**config.mk**
```make
export PLATFORM = sky130hd
export DESIGN_NAME = byte_serial_add64_flat
export DESIGN_NICKNAME = d
export VERILOG_FILES = /design/src/rtl/byte_serial_add64_if.sv /design/src/rtl/byte_serial_add64.sv /design/src/flat_wrapper.sv
export SDC_FILE = /design/constraint.sdc
export NUM_CORES = 1
export LEC_CHECK = 0
export ABC_AREA = 1
export CAP_MARGIN = 20
export CORE_ASPECT_RATIO = 1.75
export CORE_MARGIN = 5
export CORE_UTILIZATION = 45
export CTS_CLUSTER_SIZE = 14
export DETAILED_ROUTE_END_ITERATION = 7
export PLACE_DENSITY = 0.66
export SETUP_SLACK_MARGIN = 0.5
export SLEW_MARGIN = 20
export SYNTH_ARGS = -nofsm -noshare
export SYNTH_HDL_FRONTEND = slang
export SYNTH_HIERARCHICAL = 1
export SYNTH_SLANG_ARGS = --single-unit
```
**constraint.sdc**
```tcl
create_clock -name clk -period 4.5 [get_ports clk]
set_input_delay 0.45 -clock clk [delete_from_list [all_inputs] [get_ports clk]]
set_output_delay 0.45 -clock clk [all_outputs]
set_load 0.03 [all_outputs]
```
**src/rtl/byte_serial_add64_if.sv**
```systemverilog
// rtl/byte_serial_add64_if.sv - request/result bundle for the byte-serial 64-bit adder
//
// Purpose: groups the operand request and the result signals of byte_serial_add64.
// Signals:
//   start   request, sampled on clk while the adder is not running
//   a, b    operands, captured on the accepted start
//   c_in    carry into slice 0, captured on the accepted start
//   op_sub  subtract request (only honoured when BSA_SUB_EN is defined in the adder)
//   busy    high while the adder is running slices
//   done    one-cycle pulse when sum/c_out/ovf become valid
//   sum     result, held until the next completed operation
//   c_out   carry out of the MSB slice
//   ovf     signed overflow of the addition
// Modports: master drives requests (testbench / ALU control), slave is the adder.
interface byte_serial_add64_if #(
    parameter int DATA_W = 64
);
    logic              start;
    logic [DATA_W-1:0] a;
    logic [DATA_W-1:0] b;
    logic              c_in;
    logic              op_sub;
    logic              busy;
    logic              done;
    logic [DATA_W-1:0] sum;
    logic              c_out;
    logic              ovf;

    modport master (
        output start, a, b, c_in, op_sub,
        input  busy, done, sum, c_out, ovf
    );

    modport slave (
        input  start, a, b, c_in, op_sub,
        output busy, done, sum, c_out, ovf
    );
endinterface

```
**src/rtl/byte_serial_add64.sv**
```systemverilog
// rtl/byte_serial_add64.sv - sequential 64-bit adder driving one 8-bit ripple slice per cycle
//
// Purpose: adds two DATA_W operands over N = DATA_W/SLICE_W cycles, LSB slice first,
// reusing a single rca8 slice with the carry registered between slices. The result,
// carry and signed overflow are published together in the single-cycle DONE state.
// Ports:
//   clk     rising-edge clock
//   rst_n   asynchronous active-low reset
//   bus     byte_serial_add64_if.slave (start/a/b/c_in/op_sub in; busy/done/sum/c_out/ovf out)
// Configuration macro: BSA_SUB_EN - when defined, op_sub=1 at capture computes a-b
// (b inverted, initial carry forced to 1); when undefined op_sub is ignored.

module rca8 (
    input  logic [7:0] x,
    input  logic [7:0] y,
    input  logic       c_in,
    output logic [7:0] z,
    output logic       c_out
);
    assign {c_out, z} = {1'b0, x} + {1'b0, y} + {8'd0, c_in};
endmodule

module byte_serial_add64 #(
    parameter int DATA_W  = 64,
    parameter int SLICE_W = 8
) (
    input  logic                      clk,
    input  logic                      rst_n,
    byte_serial_add64_if.slave        bus
);
    localparam int N     = DATA_W / SLICE_W;
    localparam int CNT_W = (N > 1) ? $clog2(N) : 1;

    typedef enum logic [1:0] {
        IDLE = 2'd0,
        RUN  = 2'd1,
        DONE = 2'd2
    } state_t;

    state_t state, state_next;

    logic [CNT_W-1:0]  cnt;
    logic              carry_r;
    // Operands are shifted right one slice per cycle so the slice always reads bits [7:0].
    logic [DATA_W-1:0] a_sh;
    logic [DATA_W-1:0] b_sh;
    // Partial result: finished slices enter at the top and move down each cycle.
    logic [DATA_W-1:0] acc;
    logic              a_msb;
    logic              b_msb;
    logic [DATA_W-1:0] sum_r;
    logic              c_out_r;
    logic              ovf_r;

    logic              accept;
    logic              last;
    logic              busy_c;
    logic              done_c;

    logic [DATA_W-1:0] b_eff;
    logic              cin_eff;

    logic [SLICE_W-1:0] z;
    logic               co;

`ifdef BSA_SUB_EN
    assign b_eff   = bus.op_sub ? ~bus.b : bus.b;
    assign cin_eff = bus.op_sub ? 1'b1 : bus.c_in;
`else
    logic unused_op_sub;
    assign unused_op_sub = bus.op_sub;
    assign b_eff         = bus.b;
    assign cin_eff       = bus.c_in;
`endif

    rca8 u_slice (
        .x     (a_sh[SLICE_W-1:0]),
        .y     (b_sh[SLICE_W-1:0]),
        .c_in  (carry_r),
        .z     (z),
        .c_out (co)
    );

    always_ff @(posedge clk or negedge rst_n) begin
        if (!rst_n) begin
            state <= IDLE;
        end else begin
            state <= state_next;
        end
    end

    always_comb begin
        state_next = state;
        busy_c     = 1'b0;
        done_c     = 1'b0;
        accept     = 1'b0;
        last       = 1'b0;
        case (state)
            IDLE: begin
                if (bus.start) begin
                    accept     = 1'b1;
                    state_next = RUN;
                end
            end
            RUN: begin
                busy_c = 1'b1;
                if (cnt == CNT_W'(N - 1)) begin
                    last       = 1'b1;
                    state_next = DONE;
                end
            end
            DONE: begin
                done_c = 1'b1;
                if (bus.start) begin
                    accept     = 1'b1;
                    state_next = RUN;
                end else begin
                    state_next = IDLE;
                end
            end
            default: state_next = IDLE;
        endcase
    end

    always_ff @(posedge clk or negedge rst_n) begin
        if (!rst_n) begin
            cnt     <= '0;
            carry_r <= 1'b0;
            a_sh    <= '0;
            b_sh    <= '0;
            acc     <= '0;
            a_msb   <= 1'b0;
            b_msb   <= 1'b0;
            sum_r   <= '0;
            c_out_r <= 1'b0;
            ovf_r   <= 1'b0;
        end else if (accept) begin
            a_sh    <= bus.a;
            b_sh    <= b_eff;
            a_msb   <= bus.a[DATA_W-1];
            b_msb   <= b_eff[DATA_W-1];
            carry_r <= cin_eff;
            cnt     <= '0;
        end else if (state == RUN) begin
            a_sh    <= a_sh >> SLICE_W;
            b_sh    <= b_sh >> SLICE_W;
            acc     <= {z, acc[DATA_W-1:SLICE_W]};
            carry_r <= co;
            if (last) begin
                cnt     <= '0;
                // Outputs change only here, so partial slices are never visible.
                sum_r   <= {z, acc[DATA_W-1:SLICE_W]};
                c_out_r <= co;
                ovf_r   <= (a_msb == b_msb) && (z[SLICE_W-1] != a_msb);
            end else begin
                cnt <= cnt + 1'b1;
            end
        end
    end

    assign bus.busy  = busy_c;
    assign bus.done  = done_c;
    assign bus.sum   = sum_r;
    assign bus.c_out = c_out_r;
    assign bus.ovf   = ovf_r;
endmodule

```
**src/flat_wrapper.sv**
```systemverilog
// flat-port wrapper written by rule: the top's interface ports become plain ports
module byte_serial_add64_flat 
#(
    parameter int DATA_W  = 64,
    parameter int SLICE_W = 8
)
  (clk, rst_n, bus_start, bus_a, bus_b, bus_c_in, bus_op_sub, bus_busy, bus_done, bus_sum, bus_c_out, bus_ovf);
  byte_serial_add64_if #(.DATA_W(DATA_W)) bus_i ();
  input  logic clk;
  input  logic rst_n;
  input wire logic [$bits(bus_i.start)-1:0] bus_start;
  input wire logic [$bits(bus_i.a)-1:0] bus_a;
  input wire logic [$bits(bus_i.b)-1:0] bus_b;
  input wire logic [$bits(bus_i.c_in)-1:0] bus_c_in;
  input wire logic [$bits(bus_i.op_sub)-1:0] bus_op_sub;
  output wire logic [$bits(bus_i.busy)-1:0] bus_busy;
  output wire logic [$bits(bus_i.done)-1:0] bus_done;
  output wire logic [$bits(bus_i.sum)-1:0] bus_sum;
  output wire logic [$bits(bus_i.c_out)-1:0] bus_c_out;
  output wire logic [$bits(bus_i.ovf)-1:0] bus_ovf;
  assign bus_i.start = bus_start;
  assign bus_i.a = bus_a;
  assign bus_i.b = bus_b;
  assign bus_i.c_in = bus_c_in;
  assign bus_i.op_sub = bus_op_sub;
  assign bus_busy = bus_i.busy;
  assign bus_done = bus_i.done;
  assign bus_sum = bus_i.sum;
  assign bus_c_out = bus_i.c_out;
  assign bus_ovf = bus_i.ovf;
  byte_serial_add64 #(.DATA_W(DATA_W), .SLICE_W(SLICE_W)) u_core (.clk(clk), .rst_n(rst_n), .bus(bus_i));
endmodule
```
==> results of run 1 <==
-- routing by layer --
| metal | vias to the layer above | share of wire | global-route usage |
|---|---|---|---|
| met5 | - | 0 | 0 |
| met1 | 4548 | 0.40 | 0.233 |
| li1 | 4930 | - | - |
| met4 | 0 | 0.044 | 0.0906 |
| met3 | 70 | 0.046 | 0.0251 |
| met2 | 254 | 0.51 | 0.354 |
-- flip-flops by register name (all words and copies together) (netlist names) --
name and flops:
u_core/a_sh 64, u_core/b_sh 64, u_core/bus.sum 64, u_core/acc 56, u_core/cnt 3, u_core/state 2
u_core/a_msb 1, u_core/b_msb 1, u_core/bus.c_out 1, u_core/bus.ovf 1, u_core/carry_r 1
-- power by group --
| part | total (mW) | leakage [nW] | internal (mW) | switching, mW |
|---|---|---|---|---|
| Combinational | 4.53 | 4.17 | 1.65 | 2.88 |
| Clock | 2.19 | 0.426 | 1.30 | 0.888 |
| Sequential | 3.99 | 3.23 | 3.39 | 0.599 |
-- layout by cell type, fill, tap and decap left out, types with 2 or more instances in the layout --
cell | Yosys | layout
clkdlybuf4s50_1 | 0 | 197
o21ai_1 | 54 | 54
nor2_4 | 2 | 3
clkbuf_8 | 0 | 7
clkinv_2 | 0 | 7
nand2_1 | 621 | 620
o21ai_0 | 69 | 69
a21oi_1 | 3 | 3
nor2_1 | 4 | 4
bufinv_16 | 0 | 3
dfrtp_1 | 258 | 257
buf_4 | 6 | 11
inv_1 | 214 | 214
nand2_4 | 1 | 3
xor2_1 | 2 | 2
clkbuf_16 | 0 | 25
ha_1 | 9 | 9
fa_1 | 2 | 2
nand3_1 | 184 | 184
-- kinds of logic (layout without fill, tap and decap cells) --
family,Yosys count,in the layout,share of synthesized area
flops,258,258,0.545
buf+inv,304,471,0.105
simple gates,818,818,0.282
compound gates,126,126,0.0532
fa+ha+maj,11,11,0.0129
xor+xnor,3,3,0.00222
-- worst max-delay path by stage --
stage,startpoint,end,slack (ps),depth (start not counted)
final,u_core/state[0],bus_busy,1610,3
after global routing,u_core/state[0],bus_busy,1500,3
after CTS,u_core/state[0],bus_busy,1570,3
after detailed placement,u_core/state[0],u_core/cnt[2],1770,7
after global placement,u_core/state[1],u_core/b_sh[63],1770,7
after floorplan,u_core/b_sh[0],u_core/carry_r,2570,12
-- worst max-delay path, stage by stage, from the launching register on --
cell and delay, ps:
dfrtp_2 390, inv_4 190, nor2_4 530, clkdlybuf4s50_1 800
-- final cells by class --
type / count / area, um2 / share of cell area
repair buffers: 211 / 2090 / 0.142
clock inverters: 10 / 128 / 0.00863
inverters: 217 / 818 / 0.0553
multi-input cells: 958 / 4170 / 0.282
flip-flops and latches: 258 / 6460 / 0.437
clock buffers: 33 / 726 / 0.0491
well taps: 320 / 400 / 0.0271
==> flow_summary.toml, run 1 <==
[cts]
h-tree-depth = 1
cts_root_buf = "clkbuf_16"
clkTransAtPathRegs_ps = 70
cts_setup_buffers = 0
cts.path.max_buffers = 3
clock_sinks = 258
cts_hold_buf = 0
post_cts_resized = 0
cts_tree = "built"
cts_buffers = 25
clk_latency_ps = 530

[power_and_ir_drop]
power_density_nw_per_um2 = 724
leakagePower_nw = 7.83
power.total_mw = 10.7
ir_drop_mv = 0.328

[drt]
dr.pass1.iters = 4
route.detailed.drc = 0
via_per_inst = 4.88
via_count = 9802
post_drt_wl_per_cell_um = 14.7
drtIter0Drc = 702
wl_mm = 29.5
ant_nets = 0

[yosys]
ys_seq_area_frac = 0.545
syn_area_per_cell_um2 = 7.80
synth-async-reset-ratio = 1.00
synthTopCellsByArea = "dfrtp_1 54%, nand2_1 20%, nand3_1 7.8%"
synthTopCellsByCount = "621 x nand2_1, 258 x dfrtp_1, 214 x inv_1, 184 x nand3_1, 69 x o21ai_0"
syn_area_um2 = 11900
synth_flop_cell = "dfrtp_1"
syn_inst = 1520
yosysUniqueCellTypes = 26
yosysWarnings = 6
synth_nets = 1664
synth_area_leader_cell = "dfrtp_1"
yosysMostFrequentCell = "nand2_1"
ys_ff_latch = 258
synth_top_area_frac = 0.545
synth_edf_count = 0

[floorplanning]
rows = 78
die_h_um = 225
coreArea_um2 = 26000
start_util = 0.456
num_io_pins = 201
dieArea_um2 = 29800
die_x_um = 133

[setup_path]
crit_path_end_kind = "primary output"
regToRegSetupSlack_ps = 1760
cp_max_fo = 50
r2r_start = "u_core/state[1]"
cp-start-kind = "register"
arrival_ps = 2440
crit_type = "reg2out"
critPathRequiredTime_ps = 4050
reg2regPathDepth = 7
r2r_end = "u_core/a_sh[7]"

[status]
outcome = "finished, final reports clean"

[timing]
fin_hold_ws_ps = 41.7
period_minus_slack_ps = 2890
min_period_over_period = 0.642
setup_viol = 0
tightest_slew_ps = 987
rsz0062_at_grt = "no"
fin_tns_setup_ps = 0
fin_ws_ps = 1610
clock_skew_ps = 12.0
hold_violations = 0
report.final.slew_viol_count = 0
relSlewSlack = 0.342
clock.fmax_mhz = 346

[finish]
num-nets-final = 1815
antennaDiodeCount = 0
n_fill_cell = 2436
final-instance-count-excl-fill = 2007
postLayoutCoreUtil = 0.570
area_growth_pct = 24.8
layout-drive-gt1-share = 0.0397
final_area_um2 = 14800

[place]
gp_congestion = 0.840
dp_hpwl_mm = 19.7
portBuffers = 199
placement.cell_area_um2 = 13900
place_ws_ps = 1770
placedCellCount = 1964

[flow_run]
drv_cap = 0

[global_route]
grt_use_total = 0.196
grt_max_degree = 132
grt_first_pass_wirelength_mm = 48.1
grt_pass1_vias = 9676
antenna_found_initial = 0
grt_overflow_total = 0

[min_path]
hp-class = "in2async"
No activity file was read; power rests on OpenSTA's default activity.
==> inputs of run 2 (changes only) <==
--- a/config.mk
+++ b/config.mk
@@ -12,7 +12,7 @@
 export CORE_UTILIZATION = 45
 export CTS_CLUSTER_SIZE = 14
 export DETAILED_ROUTE_END_ITERATION = 7
-export PLACE_DENSITY = 0.66
+export PLACE_DENSITY = 0.69
 export SETUP_SLACK_MARGIN = 0.5
 export SLEW_MARGIN = 20
 export SYNTH_ARGS = -nofsm -noshare
==> constraint.sdc (replaced) <==
create_clock -name clk -period 2.46 [get_ports clk]
set_input_delay 0.246 -clock clk [delete_from_list [all_inputs] [get_ports clk]]
set_output_delay 0.246 -clock clk [all_outputs]
set_load 0.03 [all_outputs]
==> run 2 against run 1 <==
- clock skew rose by 10 ps
- cell area rose by 1.5%
- sequential cell count did not move
- die area did not move
- critical path depth rose by 9
==> flow_summary.toml, run 2 (synthesized netlist as in run 1, its figures left out) <==
[floorplanning]
num_io_pins = 201
rows = 78
start_util = 0.456
coreArea_um2 = 26000
die_h_um = 225
dieArea_um2 = 29800
die_x_um = 133

[finish]
num-nets-final = 1832
n_fill_cell = 2402
area_growth_pct = 26.7
layout_commonest_cell = "nand2_1"
postLayoutCoreUtil = 0.578
final_cell_mix = "616 x nand2_1, 257 x dfrtp_1, 211 x inv_1"
final-instance-count-excl-fill = 2028
final_area_um2 = 15000
layout-drive-gt1-share = 0.0557

[global_route]
grt_overflow_total = 0
grt_pass1_vias = 9736
grt_use_total = 0.196
grt_first_pass_wirelength_mm = 48.2
grt_max_degree = 131
antenna_found_initial = 1

[place]
dp_hpwl_mm = 20.3
place_ws_ps = 343
placement.cell_area_um2 = 14100
gp_congestion = 0.823
placedCellCount = 1971
portBuffers = 199

[power_and_ir_drop]
leakagePower_nw = 7.94
power_density_nw_per_um2 = 1320
ir_drop_mv = 0.803

[cts]
clk_latency_ps = 530
cts_buffers = 25
clock_sinks = 258
cts.path.max_buffers = 3
h-tree-depth = 1
cts_tree = "built"
cts_root_buf = "clkbuf_16"
clkTransAtPathRegs_ps = 70

[setup_path]
cp_max_fo = 2
crit_path_end_kind = "register"
crit_type = "reg2reg"
critPathRequiredTime_ps = 2880
cp-start-kind = "register"
arrival_ps = 2430

[timing]
relSlewSlack = 0.573
setup_viol = 0
fin_ws_ps = 453
period_minus_slack_ps = 2010
rsz0062_at_grt = "yes"
clock_skew_ps = 22.3
hold_violations = 0
tightest_slew_ps = 641
clock.fmax_mhz = 498
report.final.slew_viol_count = 0
min_period_over_period = 0.816
fin_tns_setup_ps = 0

[drt]
wl_mm = 29.7
ant_nets = 0
drtIter0Drc = 603
via_per_inst = 4.82
dr.pass1.iters = 5
via_count = 9783
route.detailed.drc = 0
post_drt_wl_per_cell_um = 14.6

[min_path]
hp-class = "in2reg"

[flow_run]
drv_cap = 0

[status]
outcome = "finished, final reports clean"
[run 2: cell types whose count changed in the layout (fill, tap and decap cells not counted), sizes merged, moves of 2 or more]
cell / delta
buf: +16
clkbuf: +7
bufinv: -2
clkdlybuf4s50: -2
clkinv: -2
inv: +2
[run 2: area by class of cell]
| type | count | area [um2] | area share |
|---|---|---|---|
| clock buffers | 39 | 768 | 0.0512 |
| diodes | 1 | 2.50 | 0.000167 |
| inverters | 217 | 818 | 0.0545 |
| multi-input cells | 959 | 4200 | 0.280 |
| flip-flops and latches | 258 | 6460 | 0.430 |
| well taps | 320 | 400 | 0.0267 |
| clock inverters | 7 | 71.3 | 0.00475 |
| repair buffers | 227 | 2300 | 0.153 |
[run 2: what timing repair did]
action	CTS	global route
hold buffers	1	0
gates cloned	1	0
buffers inserted	0	8
pin swaps	1	2
endpoints found under the hold margin	41	0
endpoints found under the setup margin	6	7
resized for setup	3	12
[run 2: report_power, final]
group / internal, mW / total, mW / switching [mW]
Sequential: 6.20 / 7.30 / 1.10
Clock: 2.26 / 3.88 / 1.62
Combinational: 3.24 / 8.61 / 5.37
[run 2: critical path, cell delays in order (launching register included)]
cell      delay [ps]
dfrtp_1          410
fa_2             420
fa_2             360
nand2_1           80
nand2_1           70
nand3b_1         130
nand2_2           70
nand2_1           60
nand2_1           50
inv_2             60
nand2_1           50
nand3_1           90
nand2_1           50
[run 2: stage by stage]
| stage | total power, mW | hold WS, ps |
|---|---|---|
| 2_1_floorplan | 13.0 | -49.6 |
| 3_3_place_gp | 15.6 | 162 |
| 3_5_place_dp | 15.8 | 166 |
| 4_1_cts | 19.8 | 113 |
| 5_1_grt | 21.5 | 138 |
| 6_report | 19.8 | 138 |
[run 2: per-layer routing]
layer / track usage / up-vias / routed length (um)
met4: 0.0748 / 0 / 1050
met5: 0 / - / 0
met3: 0.0251 / 56 / 1140
li1: - / 4981 / -
met1: 0.237 / 4535 / 12000
met2: 0.356 / 211 / 15500
[run 2: final timing paths]
kind | start | to | slack (ps) | cells past startpoint
hold / removal | bus_start | u_core/b_sh[14] | 140 | 4
hold reg to reg | u_core/b_sh[49] | u_core/b_sh[49] | 470 | 2
max in group asynchronous | rst_n | u_core/bus.sum[2] | 1470 | 3
min in group asynchronous | rst_n | u_core/a_sh[51] | 200 | 2
setup / recovery | u_core/b_sh[0] | u_core/carry_r | 450 | 12
setup reg to reg | u_core/b_sh[0] | u_core/carry_r | 450 | 12
==> inputs of run 3 (changes only) <==
--- a/config.mk
+++ b/config.mk
@@ -12,7 +12,7 @@
 export CORE_UTILIZATION = 45
 export CTS_CLUSTER_SIZE = 14
 export DETAILED_ROUTE_END_ITERATION = 7
-export PLACE_DENSITY = 0.69
+export PLACE_DENSITY = 0.66
 export SETUP_SLACK_MARGIN = 0.5
 export SLEW_MARGIN = 20
 export SYNTH_ARGS = -nofsm -noshare
==> constraint.sdc (replaced) <==
create_clock -name clk -period 2.1 [get_ports clk]
set_input_delay 0.21 -clock clk [delete_from_list [all_inputs] [get_ports clk]]
set_output_delay 0.21 -clock clk [all_outputs]
set_load 0.03 [all_outputs]
==> run 3 against run 2 <==
- global-route usage is 0.41 points higher
- critical path depth is 2 lower
- hold slack lost 31 ps
- wire length increased by 7.0%
- register-to-register slack got worse by 360 ps
==> flow_summary.toml, run 3 (synthesized netlist as in run 1, its figures left out) <==
[timing]
tightest_slew_ps = 506
clock.fmax_mhz = 498
report.final.slew_viol_count = 0
fin_hold_ws_ps = 107
clock_skew_ps = 17.0
period_minus_slack_ps = 2010
hold_violations = 0
rsz0062_at_grt = "yes"
setup_viol = 0
min_period_over_period = 0.956
relSlewSlack = 0.662

[status]
outcome = "finished, final reports clean"

[global_route]
grt_use_total = 0.200
grt_pass1_vias = 9703
antenna_found_initial = 2
grt_max_degree = 131
grt_first_pass_wirelength_mm = 48.9
grt_overflow_total = 0

[drt]
wl_mm = 31.8
via_per_inst = 4.92
dr.pass1.iters = 5
post_drt_wl_per_cell_um = 15.5
route.detailed.drc = 0
via_count = 10092
ant_nets = 0
drtIter0Drc = 757

[power_and_ir_drop]
power_density_nw_per_um2 = 1530
p_switching_mw = 9.79
sw_frac_of_total = 0.417
share_seq_of_total_power = 0.362
p_int_mw = 13.7
leakagePower_nw = 8.30
power.share.combinational = 0.453
ir_drop_mv = 0.739
clockPowerShare = 0.185

[cts]
cts_tree = "built"
clk_latency_ps = 520
cts_root_buf = "clkbuf_16"
cts_buffers = 24
h-tree-depth = 1
cts.path.max_buffers = 3
clock_sinks = 258
clkTransAtPathRegs_ps = 70

[place]
portBuffers = 199
dp_hpwl_mm = 20.5
placedCellCount = 1977
gp_congestion = 0.816

[setup_path]
cp_max_fo = 2
cp-start-kind = "register"
crit_type = "reg2reg"
crit_path_end_kind = "register"
arrival_ps = 2460
critPathRequiredTime_ps = 2550

[floorplanning]
start_util = 0.456
rows = 78
num_io_pins = 201
die_x_um = 133
dieArea_um2 = 29800
coreArea_um2 = 26000
die_h_um = 225

[finish]
area_growth_pct = 29.4
final-instance-count-excl-fill = 2051
final_cell_mix = "613 x nand2_1, 257 x dfrtp_1, 209 x inv_1"
layout_commonest_cell = "nand2_1"
num-nets-final = 1857
layout-drive-gt1-share = 0.0740

[flow_run]
drv_cap = 0

[min_path]
hp-class = "in2reg"
==> run 3: metrics by stage <==
step                 util  setup WS, ps  cell area, um2  power (mW)  setup TNS [ps]
floorplan               -           272           11900        15.2               0
global placement    0.544           135           14100        18.4               0
detailed placement  0.544           133           14100        18.6               0
CTS                 0.577           126           15000        23.0               0
global route        0.591        -0.745           15300        25.4          -0.745
finish              0.591          93.3           15300        23.5               0
==> run 3: power by group through the flow <==
stage                     clock network (mW)  registers [mW]  logic, mW
after detailed placement                   0            8.60       10.0
final                                   4.34            8.50       10.7
after global placement                     0            8.53       9.84
after global routing                    4.66            8.77       12.0
after CTS                               4.45            8.50       10.1
after floorplan                            0            9.43       5.79
==> run 3: layout make-up <==
type	instances	area (um2)
diodes	2	5.00
clock buffers	36	727
clock inverters	6	55.1
fillers	2430	10600
inverters	217	818
multi-input cells	960	4250
flip-flops and latches	258	6460
well taps	320	400
repair buffers	252	2630
==> run 3: worst max-delay path, stage by stage (launching register included) <==
cell	delay (ps)
dfrtp_1	410
fa_2	410
fa_2	370
nand2_2	80
nand2_2	60
buf_4	130
buf_4	120
nand2_2	50
xnor2_1	110
inv_1	80
o21ai_1	120
==> run 3: what timing repair did <==
item                                    in CTS  in global routing
hold buffers                                 1                  0
endpoints found under the setup margin     135                170
buffers inserted                             6                 14
gates resized for setup                     84                 35
endpoints found under the hold margin       52                  0
gates cloned                                 2                  7
pin swaps                                   12                 14
==> run 3: worst paths after layout <==
| check | to | start | slack (ps) | depth (start not counted) |
|---|---|---|---|---|
| max in group asynchronous | u_core/acc[31] | rst_n | 1120 | 3 |
| hold reg to reg | u_core/b_sh[61] | u_core/b_sh[61] | 470 | 2 |
| hold / removal | u_core/b_sh[14] | bus_start | 110 | 4 |
| setup reg to reg | u_core/acc[60] | u_core/b_sh[0] | 90 | 10 |
| min in group asynchronous | u_core/a_sh[43] | rst_n | 200 | 2 |
| setup / recovery | u_core/acc[60] | u_core/b_sh[0] | 90 | 10 |
==> run 3: layer usage <==
| metal | vias to the layer above | wire length [um] | track usage |
|---|---|---|---|
| met4 | 0 | 1310 | 0.0909 |
| met2 | 263 | 16700 | 0.359 |
| met5 | - | 0 | 0 |
| met1 | 4738 | 12500 | 0.242 |
| met3 | 60 | 1290 | 0.0213 |
| li1 | 5031 | - | - |
